`src/rtl/wb_select_stage.sv`:
```
// wb_select_stage
//   Registered writeback-select stage. Picks one of NSRC result sources at
//   accept time and carries the destination register address and a
//   qualified write enable alongside it. A main register (M) drives the
//   outputs and a one-entry skid register (S) catches a beat when the
//   register file stalls. in_ready therefore comes straight from a flop.
//
// Ports
//   clk, rst_n           clock, asynchronous active-low reset
//   in_valid / in_ready  upstream handshake
//   sel                  source index for the offered beat
//   src_data             NSRC flattened sources, source k at [k*N +: N]
//   rd_addr, wr_en_in    destination register and write request
//   out_valid/out_ready  downstream (register-file) handshake
//   out_data             selected value (0 when sel is out of range)
//   out_addr             destination register
//   out_wr_en            write enable, suppressed for R0 and bad selects
//   out_err              beat carried sel >= NSRC
module wb_select_stage #(
    parameter  int N    = 16,
    parameter  int NSRC = 4,
    parameter  int AW   = 4,
    localparam int SELW = (NSRC > 1) ? $clog2(NSRC) : 1
) (
    input  logic              clk,
    input  logic              rst_n,
    input  logic              in_valid,
    output logic              in_ready,
    input  logic [SELW-1:0]   sel,
    input  logic [NSRC*N-1:0] src_data,
    input  logic [AW-1:0]     rd_addr,
    input  logic              wr_en_in,
    output logic              out_valid,
    input  logic              out_ready,
    output logic [N-1:0]      out_data,
    output logic [AW-1:0]     out_addr,
    output logic              out_wr_en,
    output logic              out_err
);

    localparam int unsigned NSRC_U = NSRC;

    typedef struct packed {
        logic          valid;
        logic [N-1:0]  data;
        logic [AW-1:0] addr;
        logic          wen;
        logic          err;
    } entry_t;

    entry_t m_q, m_d;
    entry_t s_q, s_d;

    logic [N-1:0] sel_data;
    logic         sel_err;
    entry_t       new_e;
    logic         accept;
    logic         drain;

    // Source select; an index with no matching source yields 0 and flags err.
    always_comb begin
        sel_data = '0;
        sel_err  = 1'b1;
        for (int unsigned k = 0; k < NSRC_U; k++) begin
            if (32'(sel) == k) begin
                sel_data = src_data[k*N +: N];
                sel_err  = 1'b0;
            end
        end
    end

    always_comb begin
        new_e.valid = 1'b1;
        new_e.data  = sel_data;
        new_e.addr  = rd_addr;
        // R0 is hardwired to zero, so a write to it is never requested.
        new_e.wen   = wr_en_in && (rd_addr != '0) && !sel_err;
        new_e.err   = sel_err;
    end

    assign in_ready = !s_q.valid;
    assign accept   = in_valid && in_ready;
    assign drain    = m_q.valid && out_ready;

    // S always holds the younger beat, so it refills M before any new input.
    always_comb begin
        m_d = m_q;
        s_d = s_q;
        if (!m_q.valid || drain) begin
            if (s_q.valid) begin
                m_d       = s_q;
                s_d.valid = 1'b0;
            end else if (accept) begin
                m_d = new_e;
            end else begin
                m_d.valid = 1'b0;
            end
        end else if (accept) begin
            s_d = new_e;
        end
    end

    always_ff @(posedge clk or negedge rst_n) begin
        if (!rst_n) begin
            m_q <= '0;
            s_q <= '0;
        end else begin
            m_q <= m_d;
            s_q <= s_d;
        end
    end

    assign out_valid = m_q.valid;
    assign out_data  = m_q.data;
    assign out_addr  = m_q.addr;
    assign out_wr_en = m_q.valid && m_q.wen;
    assign out_err   = m_q.err;

endmodule

```
`config.mk`:
```
export PLATFORM = sky130hd
export DESIGN_NAME = wb_select_stage
export DESIGN_NICKNAME = d
export VERILOG_FILES = /design/src/rtl/wb_select_stage.sv
export SDC_FILE = /design/constraint.sdc
export NUM_CORES = 1
export LEC_CHECK = 0
export BUFFER_PORTS_ARGS = -buffer_cell sky130_fd_sc_hd__buf_2
export CORE_ASPECT_RATIO = 0.7
export CORE_UTILIZATION = 30
export CTS_BUF_LIST = sky130_fd_sc_hd__clkbuf_8 sky130_fd_sc_hd__clkbuf_16
export CTS_CLUSTER_SIZE = 25
export DETAILED_ROUTE_END_ITERATION = 16
export MAX_ROUTING_LAYER = met4
export PLACE_DENSITY = 0.58
export SYNTH_ARGS = -nofsm -noshare
export SYNTH_HDL_FRONTEND = slang
export SYNTH_SLANG_ARGS = --single-unit
export TNS_END_PERCENT = 5
```
`constraint.sdc`:
```
create_clock -name clk -period 1.58 [get_ports clk]
set_input_delay 0.316 -clock clk [delete_from_list [all_inputs] [get_ports clk]]
set_output_delay 0.316 -clock clk [all_outputs]
set_load 0.05 [all_outputs]
```
==> results of run 1 <==
[state kept, by name (all words and copies together) (netlist names)]
name	count
out_addr	4
m_q	1
s_q	23
out_data	16
out_err	1
out_valid	1
[worst min-delay path by stage]
stage / from / to / depth (start not counted)
2_1_floorplan: rst_n / m_q[1] / 0
3_3_place_gp: rst_n / out_addr[2] / 1
3_5_place_dp: rst_n / out_addr[2] / 1
4_1_cts: in_valid / out_valid / 3
5_1_grt: in_valid / out_valid / 3
6_report: in_valid / out_valid / 3
[power breakdown]
part	switching (mW)	total [mW]	internal, mW	leakage [nW]
Clock	0.442	1.02	0.580	0.0750
Sequential	0.152	1.60	1.45	0.532
Combinational	0.810	1.36	0.549	0.945
Total	1.40	3.98	2.58	1.55
[cells in the mapped netlist (2+ instances only)]
cell      number  share of area (%)
nor2_1         2               0.29
buf_6          2               0.88
mux2_4         9                5.3
dfrtp_1       46                 45
mux2i_1        5                2.0
o21ai_0        2               0.39
buf_2          6                1.2
a31oi_1       16                3.9
mux4_2         9                7.9
a21oi_1       24                4.7
buf_4         21                6.2
mux4_1         7                7.2
nand2_1       34                5.0
clkbuf_1       6               0.88
mux2_2        12                5.3
and2_1         2               0.49
inv_1          2               0.29
[logic make-up (layout without fill, tap and decap cells)]
group	count (synthesis)	in the layout	share of synthesized area [%]
buf+inv	40	128	10.48
flops	46	46	45.05
simple gates	43	43	7.444
mux	42	42	27.67
compound gates	43	43	9.354
[worst max-delay path: stages, from the launching register on]
cell and delay, ns:
dfrtp_2 0.42, buf_8 0.19, clkinv_2 0.10, buf_4 0.20
[through the flow]
stage          std cells  hold slack, ns  cell area, um^2  total power [mW]
6_report             403          0.2871             3288             3.983
5_1_grt              403          0.2946             3288             4.198
4_1_cts              403          0.2848             3288             4.015
3_5_place_dp         394          0.2398             3123             2.981
3_3_place_gp         394          0.2420             3123             2.954
2_1_floorplan        214         0.02041             2600             2.739
[final cells by class]
class | count | area, um^2
Fill cell | 784 | 4752
Multi-Input combinational cell | 128 | 1170
Sequential cell | 46 | 1154
Timing Repair Buffer | 117 | 683.2
Tap cell | 101 | 126.4
Clock buffer | 5 | 125.1
Clock inverter | 3 | 17.52
Inverter | 3 | 12.51
[timing repair]
item	4_1_cts	5_1_grt
setup endpoints to repair	1	0
endpoints found under the hold margin	12	0
resized for setup	5	0
hold buffers	1	0
[routing by layer]
| metal | wire [um] | track usage, % | up-vias |
|---|---|---|---|
| met4 | 67 | 4.400 | 0 |
| li1 | - | - | 932 |
| met3 | 388 | 3.588 | 7 |
| met1 | 3018 | 21.01 | 929 |
| met5 | 0 | - | - |
| met2 | 2633 | 22.48 | 69 |
==> metrics.cfg, run 1 <==
[outcome]
status = complete, but fails checks
violations = DRC

[cts]
cts-htree-levels = 2
clk_pin_slew_ns = 0.06
cts_root_buffer = clkbuf_16
cts_post_setup_buffers_inserted = 0
cts_tree = built
numCtsBuffers = 5
clk-insertion-delay-late_ns = 0.28
clock_sinks = 46
cts.path.max_buffers = 2

[global_route]
grt-ovfl-total = 0
grt_pass1_vias = 1956
antenna_found_initial = 0
grt_max_degree = 24
grt_use_total_pct = 15.27
grt_first_pass_wirelength_um = 10060

[synthesis]
synth_fp_nets = 289
ys_ff_latch = 46
synth_area_mm2 = 0.002555
ys.warnings.count = 0
syn_avg_cell_area_um2 = 11.94
synthCells = 214
synth_edf_count = 0
synthFlopType = dfrtp_1
seq_area_frac_synth_pct = 45.05
synth.distinct_cells = 26
async_flop_share_pct = 100.0

[place]
dp_slack_ns = -0.02162
port_buffers = 98
routabilityCongestion = 0.8287
dp_hpwl_um = 4678

[floorplanning]
start_util_pct = 31.78
row_count = 27
die-width_um = 112.3
dieArea_mm2 = 0.008895
core_area_mm2 = 0.008040
io_pins = 99
fp.dieH_um = 79.21

[worst_setup_path]
worst-path-max-fanout = 17
end_kind = output port
r2r_cells = 4
r2r-end = m_q[1]
worstPathRequired_ns = 1.26
crit_type = flop to output port
ff2ff_setup_slack_ns = 0.14
r2r_start = out_valid
endpoint = in_ready
critPathLaunchType = flop
critPathLaunch = s_q[22]
critPathArrivalTime_ns = 1.20

[route]
vias = 1937
antenna_left = 0
drt_iter0_drc = 68
drc = 4
first_pass_iters = 10
viasPerCell = 4.806
wl_per_cell_um = 15.15
wl_um = 6107

[timing]
rsz0062_at_grt = no
slew_violations = 0
worstMarginPinSlew_ns = 0.4534
relSlewSlack_pct = 69.38
clock_skew_ns = 0.003648
tns_ns = 0
layout_setup_ws_ns = 0.06688
final.min_clock_period_ns = 1.513
finalHoldViolCount = 0
fin_crit_sh_pct = 95.77
max_freq_ghz = 0.6609
finalSetupViolations = 0

[pwr]
power_leakage_nw = 1.552
p_per_area_mw_per_mm2 = 1211
peakVddDrop_v = 0.0004650

[final_layout]
layout_common_cells = 97 x buf_2, 44 x dfrtp_1, 34 x nand2_1
final_common_cell = buf_2
final_util_pct = 40.90
area_growth_pct = 28.70
diodes = 0
drive_above_1_share_pct = 52.32
fin_nets = 376

[min_path]
hold_path_class = input port to flop

[run]
drv_cap = 0

(Power assumes the default switching activity.)
==> inputs of run 2 (changes only) <==
REMOVE_ABC_BUFFERS = 1   (was default)
==> metrics.cfg, run 2 (synthesized netlist as in run 1, its figures left out) <==
[outcome]
status = complete, but fails checks
violations = DRC

[final_layout]
diodes = 0
final_common_cell = buf_2
layout_common_cells = 97 x buf_2, 45 x dfrtp_1, 34 x nand2_1
regArea_mm2 = 0.001152
fin_nets = 373
fill_cells = 768
max_flop_register = s_q
area_growth_pct = 27.23
largest_reg_flops = 23
drive_above_1_share_pct = 51.84
stdcell_count = 400
multiInputGateArea_mm2 = 0.001136

[timing]
slew_violations = 0
whs_ns = 0.002911
relSlewSlack_pct = 76.63
fin_crit_sh_pct = 96.09
worstMarginPinSlew_ns = 0.3460
finalHoldViolCount = 0
clock_skew_ns = 0.002615
finalSetupViolations = 0
final.min_clock_period_ns = 1.518
rsz0062_at_grt = no
max_freq_ghz = 0.6587
tns_ns = 0

[pwr]
internal_power_mw = 2.702
peakVddDrop_v = 0.0004857
seqPwrFrac_pct = 39.2
p_per_area_mw_per_mm2 = 1258
p_comb_share_pct = 31.9
swShare_pct = 33.90
finalPower_mw = 4.088
switchingPower_mw = 1.386
clkPwrFrac_pct = 28.9
power_leakage_nw = 1.507

[run]
drv_cap = 0

[global_route]
met2_usage_pct = 22.24
grt_max_degree = 47
antenna_found_initial = 0
gr-usage-met3_pct = 3.588
grt_pass1_vias = 1854
grt_use_met1_pct = 21.72
grt_use_total_pct = 15.36
top_usage_layer = met2
grt_first_pass_wirelength_um = 9963
grt-ovfl-total = 0

[route]
viasPerCell = 4.800
wl_um = 6214
vias = 1920
antenna_left = 0
first_pass_iters = 10
drt_iter0_drc = 87
drc = 3
wl_per_cell_um = 15.54

[place]
routabilityCongestion = 0.7095
placed_cells = 390
port_buffers = 98
dp_hpwl_um = 4743

[cts]
clk-insertion-delay-late_ns = 0.28
clock_sinks = 46
ctsHoldBuffers = 0
cts.path.max_buffers = 2
clk_pin_slew_ns = 0.06
cts_root_buffer = clkbuf_16
cts_tree = built
numCtsBuffers = 5
cts-htree-levels = 2

[worst_setup_path]
worstPathRequired_ns = 1.75
critPathArrivalTime_ns = 1.68
worst-path-max-fanout = 16
end_kind = flop
r2r_cells = 4
critPathLaunchType = flop
crit_type = flop to flop

[floorplanning]
fp.dieH_um = 79.21
core_area_mm2 = 0.008040
io_pins = 99
die-width_um = 112.3
dieArea_mm2 = 0.008895
row_count = 27
start_util_pct = 31.78

[min_path]
hold_path_class = input port to asynchronous set/reset pin

-- run 2: changes by cell type in the layout (fill, tap and decap cells not counted), sizes merged --
cell	before	now
clkinv	3	1
clkinvlp	0	2
dlygate4sd3	1	0
bufinv	0	1
buf	116	114
inv	3	2
-- run 2: repair_timing --
item                       4_1_cts  5_1_grt
setup buffers                    0        2
resized for setup                2        1
setup endpoints to repair        1        6
-- run 2: area by class of cell --
| cell class | instances | share of cell area (%) |
|---|---|---|
| multi-input cells | 128 | 34.95 |
| clock buffers | 5 | 3.849 |
| clock inverters | 3 | 1.386 |
| flip-flops and latches | 46 | 35.45 |
| inverters | 3 | 0.3464 |
| repair buffers | 114 | 20.13 |
| well taps | 101 | 3.888 |
-- run 2: path summary, 6_finish.rpt --
kind / from / to / slack [ns]
max in group asynchronous: rst_n / s_q[22] / 1.34
setup / recovery: s_q[22] / s_q[4] / 0.06
setup reg to reg: s_q[22] / s_q[4] / 0.06
hold reg to reg: s_q[19] / s_q[19] / 0.50
min in group clk: in_valid / out_valid / 0.28
hold / removal: rst_n / out_data[9] / 0.003
-- run 2: layer usage --
layer	routed length, um	vias up	share of wire [%]
met2	2693	68	43
met5	0	-	0
met3	349	5	5.6
met1	3123	922	50
li1	-	925	-
met4	46	0	0.74
-- run 2: through the flow --
stage	worst slack, ns	instance area (um^2)	utilization, %
2_1_floorplan	-0.9777	2298	-
3_3_place_gp	-0.008722	3058	38.03
3_5_place_dp	-0.02170	3058	38.03
4_1_cts	0.02287	3232	40.20
5_1_grt	0.01276	3251	40.43
6_report	0.06175	3251	40.43
-- run 2: worst max-delay path, stage by stage (launching register included) --
cell and delay, ns:
dfrtp_2 0.45, buf_4 0.15, nor3b_4 0.24, buf_12 0.20, mux2_2 0.35
-- run 2: power by group through the flow --
stage / clock (mW) / combinational, mW / sequential (mW)
after floorplan: 0 / 0.492 / 1.99
after global placement: 0 / 1.29 / 1.62
after detailed placement: 0 / 1.31 / 1.63
after CTS: 1.21 / 1.31 / 1.61
after global routing: 1.28 / 1.40 / 1.63
final: 1.18 / 1.31 / 1.60
==> inputs of run 3 (changes only) <==
BUFFER_PORTS_ARGS = default   (was -buffer_cell sky130_fd_sc_hd__buf_2)
DONT_BUFFER_PORTS = 1   (was default)
PLACE_DENSITY = 0.48   (was 0.58)
==> metrics.cfg, run 3 (synthesized netlist as in run 1, its figures left out) <==
[pwr]
peakVddDrop_v = 0.0004381
p_per_area_mw_per_mm2 = 1412
power_leakage_nw = 1.138

[cts]
cts_tree = built
cts_root_buffer = clkbuf_16
cts.path.max_buffers = 2
clk-insertion-delay-late_ns = 0.28
clock_sinks = 46
cts-htree-levels = 2
clk_pin_slew_ns = 0.06
numCtsBuffers = 5

[worst_setup_path]
critPathArrivalTime_ns = 1.17
critPathLaunchType = flop
r2r_cells = 5
ff2ff_setup_slack_ns = 0.12
endpoint = out_wr_en
critPathLaunch = out_valid
r2r-end = out_data[3]
worstPathRequired_ns = 1.26
r2r_start = s_q[22]
end_kind = output port
crit_type = flop to output port
worst-path-max-fanout = 2

[final_layout]
fin_nets = 276
fill_cells = 796
stdcell_count = 302
drive_above_1_share_pct = 27.36
diodes = 0
max_flop_register = s_q
layout_common_cells = 46 x dfrtp_1, 34 x nand2_1, 24 x a21oi_1
largest_reg_flops = 23
area_growth_pct = 8.521
final_common_cell = dfrtp_1

[route]
wl_um = 5879
antenna_left = 0
first_pass_iters = 10
drc = 3
drt_iter0_drc = 103
wl_per_cell_um = 19.47
vias = 1556
viasPerCell = 5.152

[global_route]
grt_use_total_pct = 14.67
gr-usage-met3_pct = 4.885
met2_usage_pct = 20.68
grt_use_met1_pct = 20.14
grt_max_degree = 47
antenna_found_initial = 0
grt-ovfl-total = 0
grt_first_pass_wirelength_um = 9328
top_usage_layer = met2
grt_pass1_vias = 1622

[timing]
final.min_clock_period_ns = 1.489
fin_crit_sh_pct = 94.22
finalHoldViolCount = 0
rsz0062_at_grt = no
slew_violations = 0
relSlewSlack_pct = 64.25
whs_ns = 0.1554
worstMarginPinSlew_ns = 0.5363
max_freq_ghz = 0.6717
clock_skew_ns = 0.008286
finalSetupViolations = 0

[outcome]
violations = DRC
status = complete, but fails checks

[run]
drv_cap = 0

[floorplanning]
io_pins = 99
row_count = 27
core_area_mm2 = 0.008040
dieArea_mm2 = 0.008895
start_util_pct = 31.78
fp.dieH_um = 79.21
die-width_um = 112.3

[place]
placed_cells = 292
dp_hpwl_um = 4033
port_buffers = 0
routabilityCongestion = 0.7815

[min_path]
hold_path_class = input port to flop

==> run 3: where the power goes <==
part | switching, mW | total, mW | internal [mW]
combinational | 0.316 | 0.704 | 0.388
clock | 0.418 | 1.20 | 0.780
sequential | 0.573 | 2.01 | 1.44
total | 1.31 | 3.91 | 2.61
==> run 3: worst min-delay path by stage <==
| stage | start | end | slack (ns) | cells past startpoint |
|---|---|---|---|---|
| 2_1_floorplan | rst_n | m_q[1] | 0.02 | 0 |
| 3_3_place_gp | rst_n | out_data[12] | 0.02 | 0 |
| 3_5_place_dp | rst_n | out_data[8] | 0.02 | 0 |
| 4_1_cts | in_valid | out_valid | 0.15 | 2 |
| 5_1_grt | in_valid | out_valid | 0.17 | 2 |
| 6_report | in_valid | out_valid | 0.16 | 2 |
==> run 3: timing repair <==
action	CTS	global route
gates resized for setup	1	0
endpoints found under the setup margin	1	0
endpoints found under the hold margin	46	0
hold buffers	2	0
buffers inserted	1	0
==> run 3: routing by layer <==
layer | part of all wire [%] | wire length (um) | vias to the layer above
li1 | - | - | 733
met1 | 48 | 2838 | 753
met2 | 43 | 2555 | 66
met3 | 7.7 | 450 | 4
met4 | 0.61 | 36 | 0
met5 | 0 | 0 | -
==> run 3: area by class of cell <==
cell class	instances	area (um^2)	share of cell area, %
flip-flops and latches	46	1151	41.52
clock inverters	1	30.03	1.083
well taps	101	126.4	4.558
multi-input cells	128	1136	40.97
clock buffers	6	138.9	5.009
inverters	3	11.26	0.4061
repair buffers	17	178.9	6.453
==> run 3: critical path: stages, from the launching register on <==
cell     delay (ns)
dfrtp_1        0.38
buf_4          0.19
and2_1         0.17
buf_12         0.15
==> run 3: through the flow <==
stage               worst slack, ns  setup TNS [ns]  total power [mW]  cell area (um^2)  util [%]
finish                      0.09133               0             3.915              2773     34.48
global route                0.02496               0             4.128              2773     34.48
CTS                         0.06400               0             3.978              2773     34.48
detailed placement           0.1145               0             2.710              2555     31.78
global placement             0.1183               0             2.689              2555     31.78
floorplan                   -0.9777          -29.70             2.485              2298         -
